File: src/rtl/sensor_hub_pkg.sv
// Shared definitions for the sensor hub host command path: command bytes,
// receiver state encoding and the oversampling divider helper.
package sensor_hub_pkg;

    // Command bytes accepted from the host (upper and lower case)
    localparam logic [7:0] CMD_READ    = 8'h52;  // 'R'
    localparam logic [7:0] CMD_READ_LC = 8'h72;  // 'r'
    localparam logic [7:0] CMD_AUTO    = 8'h41;  // 'A'
    localparam logic [7:0] CMD_AUTO_LC = 8'h61;  // 'a'
    localparam logic [7:0] CMD_STOP    = 8'h53;  // 'S'
    localparam logic [7:0] CMD_STOP_LC = 8'h73;  // 's'

    // Bytes a terminal typically sends between commands; dropped silently
    localparam logic [7:0] IGN_CR    = 8'h0D;
    localparam logic [7:0] IGN_LF    = 8'h0A;
    localparam logic [7:0] IGN_SPACE = 8'h20;

    // Serial receiver states
    typedef enum logic [1:0] {
        IDLE,
        START,
        DATA,
        STOP
    } rx_state_t;

    // Meaning of a correctly framed byte
    typedef enum logic [2:0] {
        KIND_IGNORE,
        KIND_READ,
        KIND_AUTO,
        KIND_STOP,
        KIND_BAD
    } cmd_kind_t;

    // Clock cycles per oversample tick at 16x oversampling
    function automatic int os_div(input int clk_freq, input int baud);
        return clk_freq / (baud * 16);
    endfunction

    // Map a received byte onto the action it requests
    function automatic cmd_kind_t classify(input logic [7:0] b);
        cmd_kind_t kind;
        kind = KIND_BAD;
        case (b)
            CMD_READ, CMD_READ_LC:        kind = KIND_READ;
            CMD_AUTO, CMD_AUTO_LC:        kind = KIND_AUTO;
            CMD_STOP, CMD_STOP_LC:        kind = KIND_STOP;
            IGN_CR, IGN_LF, IGN_SPACE:    kind = KIND_IGNORE;
            default:                      kind = KIND_BAD;
        endcase
        return kind;
    endfunction

endpackage

File: src/rtl/uart_cmd_trigger_if.sv
// Host command link: the serial line in, plus the trigger/status outputs
// presented to the sensor hub. The master side drives rx, the slave is the
// command front end.
interface uart_cmd_trigger_if;
    logic       rx;
    logic       trigger;
    logic       auto_en;
    logic [7:0] rx_data;
    logic       rx_valid;
    logic       frame_err;
    logic       cmd_err;

    modport master (
        output rx,
        input  trigger,
        input  auto_en,
        input  rx_data,
        input  rx_valid,
        input  frame_err,
        input  cmd_err
    );

    modport slave (
        input  rx,
        output trigger,
        output auto_en,
        output rx_data,
        output rx_valid,
        output frame_err,
        output cmd_err
    );
endinterface

File: src/rtl/uart_rx.sv
// 8N1 serial receiver with 16x oversampling. Synchronises the raw line,
// detects the start edge, samples each bit at its centre and reports either a
// good byte (valid) or a low stop bit (frame_err) as single-cycle pulses.
module uart_rx
    import sensor_hub_pkg::*;
#(
    parameter int CLK_FREQ = 100_000_000,
    parameter int BAUD     = 9600
) (
    input  logic       clk,
    input  logic       rst,
    input  logic       rx,
    output logic [7:0] data,
    output logic       valid,
    output logic       frame_err
);

    localparam int              OS_DIV    = os_div(CLK_FREQ, BAUD);
    localparam int              OS_W      = (OS_DIV > 1) ? $clog2(OS_DIV) : 1;
    localparam logic [OS_W-1:0] OS_LAST   = OS_W'(OS_DIV - 1);
    localparam logic [3:0]      MID_START = 4'd7;   // half a bit after the edge
    localparam logic [3:0]      LAST_TICK = 4'd15;  // one full bit later

    logic            rx_meta;
    logic            rx_sync;
    logic            rx_prev;
    logic            start_edge;
    logic [OS_W-1:0] os_cnt;
    logic            os_tick;
    rx_state_t       state;
    logic [3:0]      tick_cnt;
    logic [2:0]      bit_idx;
    logic [7:0]      shift;

    // Two-flop synchroniser plus a previous-sample flop for edge detection
    always_ff @(posedge clk) begin
        // NOTE: non-blocking assignments make each flop take the pre-edge
        // value of its neighbour; blocking ones would collapse the chain.
        if (rst) begin
            rx_meta <= 1'b1;
            rx_sync <= 1'b1;
            rx_prev <= 1'b1;
        end else begin
            rx_meta <= rx;
            rx_sync <= rx_meta;
            rx_prev <= rx_sync;
        end
    end

    assign start_edge = rx_prev & ~rx_sync;
    assign os_tick    = (os_cnt == OS_LAST);

    // Oversample divider, re-phased on the start edge so ticks land mid-bit
    always_ff @(posedge clk) begin
        if (rst) begin
            os_cnt <= '0;
        end else if ((state == IDLE) && start_edge) begin
            os_cnt <= '0;
        end else if (os_tick) begin
            os_cnt <= '0;
        end else begin
            os_cnt <= os_cnt + 1'b1;
        end
    end

    // Frame FSM: start check, eight LSB-first data bits, stop bit check
    always_ff @(posedge clk) begin
        if (rst) begin
            state     <= IDLE;
            tick_cnt  <= '0;
            bit_idx   <= '0;
            shift     <= '0;
            data      <= '0;
            valid     <= 1'b0;
            frame_err <= 1'b0;
        end else begin
            valid     <= 1'b0;
            frame_err <= 1'b0;
            case (state)
                IDLE: begin
                    if (start_edge) begin
                        tick_cnt <= '0;
                        state    <= START;
                    end
                end
                START: begin
                    if (os_tick) begin
                        if (tick_cnt == MID_START) begin
                            tick_cnt <= '0;
                            if (!rx_sync) begin
                                bit_idx <= '0;
                                state   <= DATA;
                            end else begin
                                // Line already back high: a glitch, not a start bit
                                state <= IDLE;
                            end
                        end else begin
                            tick_cnt <= tick_cnt + 4'd1;
                        end
                    end
                end
                DATA: begin
                    if (os_tick) begin
                        if (tick_cnt == LAST_TICK) begin
                            tick_cnt <= '0;
                            shift    <= {rx_sync, shift[7:1]};
                            if (bit_idx == 3'd7) begin
                                state <= STOP;
                            end else begin
                                bit_idx <= bit_idx + 3'd1;
                            end
                        end else begin
                            tick_cnt <= tick_cnt + 4'd1;
                        end
                    end
                end
                STOP: begin
                    if (os_tick) begin
                        if (tick_cnt == LAST_TICK) begin
                            tick_cnt <= '0;
                            if (rx_sync) begin
                                data  <= shift;
                                valid <= 1'b1;
                            end else begin
                                frame_err <= 1'b1;
                            end
                            // A held-low line leaves rx_prev low, so no re-arm
                            state <= IDLE;
                        end else begin
                            tick_cnt <= tick_cnt + 4'd1;
                        end
                    end
                end
                default: state <= IDLE;
            endcase
        end
    end

endmodule

File: src/rtl/uart_cmd_trigger.sv
// Host command front end for the sensor hub. Decodes single-character
// commands from the serial receiver into trigger pulses and runs the
// free-running auto-sample period counter.
module uart_cmd_trigger
    import sensor_hub_pkg::*;
#(
    parameter int CLK_FREQ      = 100_000_000,
    parameter int BAUD          = 9600,
    parameter int PERIOD_CYCLES = 100_000_000
) (
    input  logic                clk,
    input  logic                rst,
    uart_cmd_trigger_if.slave   bus
);

    localparam int               PER_W    = $clog2(PERIOD_CYCLES);
    localparam logic [PER_W-1:0] PER_LAST = PER_W'(PERIOD_CYCLES - 1);

    logic [7:0]       rx_byte;
    logic             rx_ok;
    logic             rx_bad_frame;
    cmd_kind_t        kind;
    logic             wrap;
    logic             trig_req;
    logic             err_req;
    logic             trig_q;
    logic             auto_q;
    logic             cerr_q;
    logic [PER_W-1:0] per_cnt;

    uart_rx #(
        .CLK_FREQ (CLK_FREQ),
        .BAUD     (BAUD)
    ) u_rx (
        .clk       (clk),
        .rst       (rst),
        .rx        (bus.rx),
        .data      (rx_byte),
        .valid     (rx_ok),
        .frame_err (rx_bad_frame)
    );

    assign kind = classify(rx_byte);
    assign wrap = auto_q && (per_cnt == PER_LAST);

    // Merge decoded commands with the period wrap into one trigger request
    always_comb begin
        // NOTE: every output gets a default first so no path infers a latch.
        trig_req = wrap;
        err_req  = 1'b0;
        if (rx_ok) begin
            case (kind)
                KIND_READ, KIND_AUTO: trig_req = 1'b1;
                KIND_STOP:            trig_req = 1'b0;  // stop cancels this wrap
                KIND_BAD:             err_req  = 1'b1;
                default:              ;
            endcase
        end
    end

    // Registered decoder outputs and the auto-sample period counter
    always_ff @(posedge clk) begin
        if (rst) begin
            trig_q  <= 1'b0;
            auto_q  <= 1'b0;
            cerr_q  <= 1'b0;
            per_cnt <= '0;
        end else begin
            // Never two trigger cycles in a row; the hub is busy anyway
            trig_q <= trig_req & ~trig_q;
            // An unknown byte landing on an auto wrap yields to the trigger
            cerr_q <= err_req & ~trig_req;
            if (rx_ok && ((kind == KIND_AUTO) || (kind == KIND_STOP))) begin
                auto_q  <= (kind == KIND_AUTO);
                per_cnt <= '0;
            end else if (auto_q) begin
                per_cnt <= wrap ? '0 : per_cnt + 1'b1;
            end
        end
    end

    assign bus.trigger   = trig_q;
    assign bus.auto_en   = auto_q;
    assign bus.rx_data   = rx_byte;
    assign bus.rx_valid  = rx_ok;
    assign bus.frame_err = rx_bad_frame;
    assign bus.cmd_err   = cerr_q;

endmodule

File: src/flat_wrapper.sv
// flat-port wrapper written by rule: the top's interface ports become plain ports
module uart_cmd_trigger_flat import sensor_hub_pkg::*;
#(
    parameter int CLK_FREQ      = 100_000_000,
    parameter int BAUD          = 9600,
    parameter int PERIOD_CYCLES = 100_000_000
)
  (clk, rst, bus_rx, bus_trigger, bus_auto_en, bus_rx_data, bus_rx_valid, bus_frame_err, bus_cmd_err);
  uart_cmd_trigger_if bus_i ();
  input  logic clk;
  input  logic rst;
  input wire logic [$bits(bus_i.rx)-1:0] bus_rx;
  output wire logic [$bits(bus_i.trigger)-1:0] bus_trigger;
  output wire logic [$bits(bus_i.auto_en)-1:0] bus_auto_en;
  output wire logic [$bits(bus_i.rx_data)-1:0] bus_rx_data;
  output wire logic [$bits(bus_i.rx_valid)-1:0] bus_rx_valid;
  output wire logic [$bits(bus_i.frame_err)-1:0] bus_frame_err;
  output wire logic [$bits(bus_i.cmd_err)-1:0] bus_cmd_err;
  assign bus_i.rx = bus_rx;
  assign bus_trigger = bus_i.trigger;
  assign bus_auto_en = bus_i.auto_en;
  assign bus_rx_data = bus_i.rx_data;
  assign bus_rx_valid = bus_i.rx_valid;
  assign bus_frame_err = bus_i.frame_err;
  assign bus_cmd_err = bus_i.cmd_err;
  uart_cmd_trigger #(.CLK_FREQ(CLK_FREQ), .BAUD(BAUD), .PERIOD_CYCLES(PERIOD_CYCLES)) u_core (.clk(clk), .rst(rst), .bus(bus_i));
endmodule
File: config.mk
export PLATFORM = sky130hd
export DESIGN_NAME = uart_cmd_trigger_flat
export DESIGN_NICKNAME = d
export VERILOG_FILES = /design/src/rtl/sensor_hub_pkg.sv /design/src/rtl/uart_cmd_trigger_if.sv /design/src/rtl/uart_rx.sv /design/src/rtl/uart_cmd_trigger.sv /design/src/flat_wrapper.sv
export SDC_FILE = /design/constraint.sdc
export NUM_CORES = 1
export LEC_CHECK = 0
export ABC_AREA = 1
export CAP_MARGIN = 10
export CORE_MARGIN = 4
export CORE_UTILIZATION = 60
export DETAILED_ROUTE_END_ITERATION = 12
export PLACE_DENSITY = 0.79
export REMOVE_ABC_BUFFERS = 1
export SLEW_MARGIN = 20
export SYNTH_ARGS = -nofsm -noshare
export SYNTH_HDL_FRONTEND = slang
export SYNTH_SLANG_ARGS = --single-unit
File: constraint.sdc
create_clock -name clk -period 1.57 [get_ports clk]
set_input_delay 0.314 -clock clk [delete_from_list [all_inputs] [get_ports clk]]
set_output_delay 0.314 -clock clk [all_outputs]
set_load 0.005 [all_outputs]
# Word-level counts from Yosys, hierarchy flattened
# Cells that the tools add are included.
[totals]
register_bits = 70
[classes]
reduce_logical = 20
n_mux = 31
bitwise_logic = 9
eq_ne = 32
n_addsub = 4
[op_table]
columns = ["cell", "n"]
rows = [
  ["equality test 8 x 7 -> 1 bit (second input constant)", 6],
  ["adder 27 x 1 -> 27 bit (second input constant)", 1],
  ["equality test 27 bit (second input constant)", 1],
  ["two-way mux 27 bit", 1],
  ["two-way mux 4 bit", 5],
  ["!= test 2 bit (second input constant)", 10],
  ["two-way mux 2 bit", 9],
  ["two-way mux 3 bit", 6],
  ["equality test 8 x 4 -> 1 bit (second input constant)", 2],
  ["case mux 3 bit (4 select lines)", 1],
  ["case mux 4 bit (3 select lines)", 1],
  ["OR reduction 2 bit", 6],
  ["adder 10 x 1 -> 10 bit (second input constant)", 1],
  ["equality test 10 bit (second input constant)", 1],
  ["equality test 8 x 6 -> 1 bit (second input constant)", 1],
  ["case mux 2 bit (4 select lines)", 1],
  ["AND reduction 8 bit", 1],
  ["AND reduction 7 bit", 1],
  ["equality test 3 x 2 -> 1 bit (second input constant)", 2],
  ["equality test 3 bit (second input constant)", 2],
  ["inverter 1 bit", 6],
  ["case mux 3 bit (2 select lines)", 1],
  ["AND reduction 3 bit", 2],
  ["OR reduction 3 bit", 2],
  ["other kinds (17)", 26],
]

# Longest topological paths before layout
[depth]
depth_word = 9
ltp_mapped = 10
mapped_depth_nobuf = 10

# Hierarchy
# From an unflattened synthesis, not the netlist that was laid out.
[unflattened]
hier_cells = 543
area_unflattened_um2 = 3633.5
[by_module_without_submodules]
columns = ["mod", "instances", "cells_each", "area_each_um2"]
rows = [
  ["uart_cmd_trigger", 1, 319, 1928.1],
  ["uart_rx", 1, 224, 1705.4],
]

# Worst setup path after synthesis
# Ideal clock, no wire load.
[synth_path]
path_kind = "register to register"
start = "reg u_core.u_rx.os_cnt[0]"
end = "reg u_core.u_rx.shift[0]"
period_less_slack_ps = 1429
setup_ps = 116
path_stages_with_launch = 10
arrival_time_ps = 1314
setup_slack_ps = 141
path_cell_list = "dfxtp_1 -> inv_1 -> ha_1 -> nand2_1 -> nor2_1 -> nand3_2 -> nor3_4 -> inv_2 -> nor2_1 -> nor2_1"
[synth_between]
elab_chain_len = 2
[synth_lines]
columns = ["element", "line_no", "text"]
rows = [
  ["start: declaration", "uart_rx.sv:28", "logic [OS_W-1:0] os_cnt;"],
  ["start signal: assignment", "uart_rx.sv:62", "os_cnt <= os_cnt + 1'b1;"],
  ["equality test 10 bit", "uart_rx.sv:51", "assign os_tick = (os_cnt == OS_LAST);"],
  ["AND reduction 3 bit (no source line)", "--", ""],
  ["end signal: assignment", "uart_rx.sv:106", "shift <= {rx_sync, shift[7:1]};"],
  ["end: declaration", "uart_rx.sv:33", "logic [7:0] shift;"],
]
# No other way between the ends.
# A chain may end at the register's enable or synchronous reset.

# Worst setup path after layout
[layout_path]
start = "reg u_core.u_rx.data[2]"
end = "reg u_core.per_cnt[3]"
[layout_between]
elab_chain_len = 7
word_cells_on_any_way = 19
[layout_lines]
columns = ["element", "line_no", "text"]
rows = [
  ["start: declaration", "uart_rx.sv:13", "output logic [7:0] data,"],
  ["start signal: assignment", "uart_rx.sv:122", "data <= shift;"],
  ["equality test 8 x 4 -> 1 bit (tied with other cells)", "sensor_hub_pkg.sv:44", "case (b)"],
  ["OR reduction 3 bit / OR reduction 2 bit (equally long branches)", "sensor_hub_pkg.sv:44", ""],
  ["case mux 3 bit (4 select lines) *", "sensor_hub_pkg.sv:44", ""],
  ["equality test 3 x 2 -> 1 bit", "uart_cmd_trigger.sv:73", "if (rx_ok && ((kind == KIND_AUTO) || (kind == KIND_STOP))) begin"],
  ["logical OR 1 bit *", "uart_cmd_trigger.sv:73", ""],
  ["logical AND 1 bit *", "uart_cmd_trigger.sv:73", ""],
  ["OR reduction 2 bit (no source line) *", "--", ""],
  ["end signal: assignment", "uart_cmd_trigger.sv:77", "per_cnt <= wrap ? '0 : per_cnt + 1'b1;"],
  ["end: declaration", "uart_cmd_trigger.sv:29", "logic [PER_W-1:0] per_cnt;"],
]
# Mark *: on every way between the ends. The rest lies on a longest branch, timed or not.

==> metrics.csv <==
stage,metric,value,unit
placement,Cells after DPL,605,
critical_path,CP dominant cell by count,nand2_4,
run,max cap viols,0,
critical_path,Worst path slowest cell,dfxtp_4,
floorplanning,# rows,27,
floorplanning,x dimension of the die,84.6,um
placement,input/output buffers,15,
synthesis,"flops & latches, synth",70,
synthesis,yosys warns,0,
critical_path,Max Fanout on Critical Path,9,
clock_tree,CTS tree,yes,
clock_tree,Clock Latency Late Sink,0.35,ns
pwr,pwr dens,818,nW/um2
critical_path,"critical path, cell by cell",nor2_4 > nand4_2 > o21ai_2 > nand2_1 > nand2_4 > inv_2 > nand2_4 > nor2_1,
critical_path,critical path endpoint category,flip-flop,
floorplanning,core area,5610,um2
sta,final setup fails,0,
sta,RSZ-0062 raised after global routing,true,
global_route,GRT Util Overall,23.8,%
sta,max_slew headroom,70.5,%
critical_path,Worst path max stage delay,0.37,ns
hold_path,Hold Path Class,flip-flop to flip-flop,
clock_tree,clk root buf,clkbuf_8,
sta,fmax,641,MHz
sta,Layout Skew,0.00927,ns
sta,Slew @ Worst Pin,0.439,ns
layout,fillers,382,
floorplanning,initial core utilization,62.8,%
sta,Final Hold Viols,0,
critical_path,CP arrival,1.80,ns
sta,Max Slew Vio Count,0,
synthesis,"Avg Cell Area, Syn",6.98,um2
synthesis,Synth area leaders,"dfxtp_1, nor2_1, nand2_1",
layout,layout cells sized above 1,23.8,%
sta,Final period util,99.4,%
global_route,vias in the first global route,3337,
pwr,Worst VDD drop,0.828,mV
drt,DRT Pass-1 Iters,5,
sta,hold_ws,0.412,ns
clock_tree,Max clock buf depth,2,
placement,DP HPWL,5720,um
floorplanning,Die Y,84.6,um
global_route,first-pass GRT wire length,14000,um
synthesis,Gate Count Post-Synth,504,
drt,Vias per Instance,5.57,
layout,Layout Nets,567,
sta,final worst path period need,1.56,ns
pwr,leakage power,1.89,nW
outcome,status,"finished, final reports clean",
layout,Finished Layout Cells,635,
critical_path,CP startpoint kind,flip-flop,
critical_path,critical path required time,1.81,ns
drt,"wirelength, routed",8940,um
drt,drt wl/cell,14.1,um
layout,P&R area growth vs syn,26.3,%
clock_tree,clk slew on worst S/H paths,0.07,ns
clock_tree,CTS H-Tree Depth,3,
global_route,GRT Residual Overflow,0,
clock_tree,Num CTS Buffers,9,
placement,GP Congestion,0.906,
floorplanning,die footprint,7160,um2
layout,post-layout util,79.3,%
synthesis,Yosys top cell area share,39.8,%
floorplanning,I/O Pins,16,
synthesis,synthesized area,3520,um2
drt,iteration-0 DRC count of the detailed router,257,
synthesis,post-synthesis sequential area ratio,39.8,%
drt,DRT antenna net count,0,
global_route,largest net degree at the start of global routing,18,
synthesis,library cells used by synthesis,42,
layout,diode count,0,
clock_tree,clock sink count,70,
critical_path,Crit Path Class,flip-flop to flip-flop,
synthesis,leading area contributor after synthesis,dfxtp_1,
global_route,antenna violations before repair,0,
drt,drc violations,0,
drt,Vias,3536,
==> worst max-delay path: cells and delay by family, from the launching register on <==
family                 cells  cell delay (ns)
AO/OA/AOI/OAI              1             0.23
flip-flops                 1             0.37
AND/OR/NAND/NOR            6             0.78
buffers and inverters      1             0.07
==> kinds of logic after synthesis <==
family | Yosys count | synth area share, %
flip-flops | 70 | 39.8
XOR/XNOR | 8 | 1.99
buffers and inverters | 66 | 7.64
AO/OA/AOI/OAI | 53 | 8.00
adder cells (fa/ha/maj) | 6 | 2.13
AND/OR/NAND/NOR | 301 | 40.4
==> where the power goes <==
| group | internal, mW | switching [mW] | leakage (nW) |
|---|---|---|---|
| combinational | 0.0550 | 0.0809 | 1.20 |
| sequential | 1.78 | 0.0141 | 0.577 |
| clock | 1.02 | 0.685 | 0.120 |
==> per-stage QoR <==
| step | setup WS, ns | power [mW] | setup TNS, ns | instance area [um2] |
|---|---|---|---|---|
| final | 0.0100 | 3.64 | 0 | 4450 |
| after global routing | -0.0941 | 3.77 | -1.58 | 4450 |
| after CTS | 0.00532 | 3.64 | 0 | 4140 |
| after detailed placement | -0.0308 | 1.96 | -0.0330 | 3880 |
| after global placement | 0.0244 | 1.95 | 0 | 3880 |
| after floorplan | 0.0501 | 1.91 | 0 | 3480 |
==> routing by layer <==
layer	vias to the layer above	track usage, %	wire (um)
li1	1740	-	-
met1	1641	26.6	3640
met2	123	40.8	4580
met3	32	6.08	463
met4	0	14.0	255
met5	-	0	0
==> cells in the mapped netlist, drive strengths merged <==
cell	instances
a21oi	17
a31o	1
a31oi	3
and3	2
buf	5
clkbuf	1
clkinv	2
dfxtp	70
ha	6
inv	58
nand2	98
nand3	46
nand3b	3
nand4	14
nor2	118
nor3	13
nor3b	2
nor4	2
o21ai	31
o22ai	1
or2	3
xnor2	4
xor2	4
==> placed cells by master, fill, tap and decap left out, types with 12 or more instances in the layout <==
cell	count
o21ai_0	20
nand4_1	13
dfxtp_1	50
buf_4	29
a21oi_1	16
clkbuf_8	12
nand2_1	87
nor2_1	96
inv_1	51
dfxtp_2	12
nor2_2	13
nand3_1	41
==> state kept, by name, indices dropped and copies added, names as in the netlist, named ones only <==
name	count
u_core.u_rx.frame_err	1
u_core.u_rx.shift	8
u_core.bus.cmd_err	1
u_core.u_rx.rx_meta	1
u_core.u_rx.tick_cnt	4
u_core.u_rx.data	8
u_core.u_rx.rx_prev	1
u_core.u_rx.rx_sync	1
u_core.u_rx.state	1
u_core.u_rx.bit_idx	3
u_core.bus.auto_en	1
u_core.u_rx.valid	1
u_core.bus.trigger	1
u_core.u_rx.os_cnt	10
u_core.per_cnt	27
==> final cells by class <==
cell class	instances	area, um2	area share [%]
clock buffers	13	169	3.80
clock inverters	3	65.1	1.46
inverters	60	228	5.12
multi-input cells	369	2020	45.3
flip-flops and latches	70	1450	32.5
well taps	72	90.1	2.03
repair buffers	48	432	9.71
==> path summary, 6_finish.rpt <==
check	from	endpoint	slack, ns	cells after the start
max	u_core.u_rx.data[2]$_SDFFE_PP0P_	u_core.per_cnt[3]$_SDFFE_PP0P_	0.01	8
min reg2reg	u_core.u_rx.rx_meta$_SDFF_PP1_	u_core.u_rx.rx_sync$_SDFF_PP1_	0.41	1
max reg2reg	u_core.u_rx.data[2]$_SDFFE_PP0P_	u_core.per_cnt[3]$_SDFFE_PP0P_	0.01	8
min	u_core.u_rx.rx_meta$_SDFF_PP1_	u_core.u_rx.rx_sync$_SDFF_PP1_	0.41	1
==> what timing repair did <==
| item | in CTS | in global routing |
|---|---|---|
| endpoints found under the hold margin | 0 | 0 |
| gates cloned | 0 | 1 |
| setup buffers | 1 | 12 |
| hold buffers | 0 | 0 |
| endpoints found under the setup margin | 10 | 62 |
| pin swaps | 0 | 17 |
| resized for setup | 14 | 69 |
Note: power is estimated with default switching activity, not from simulation.
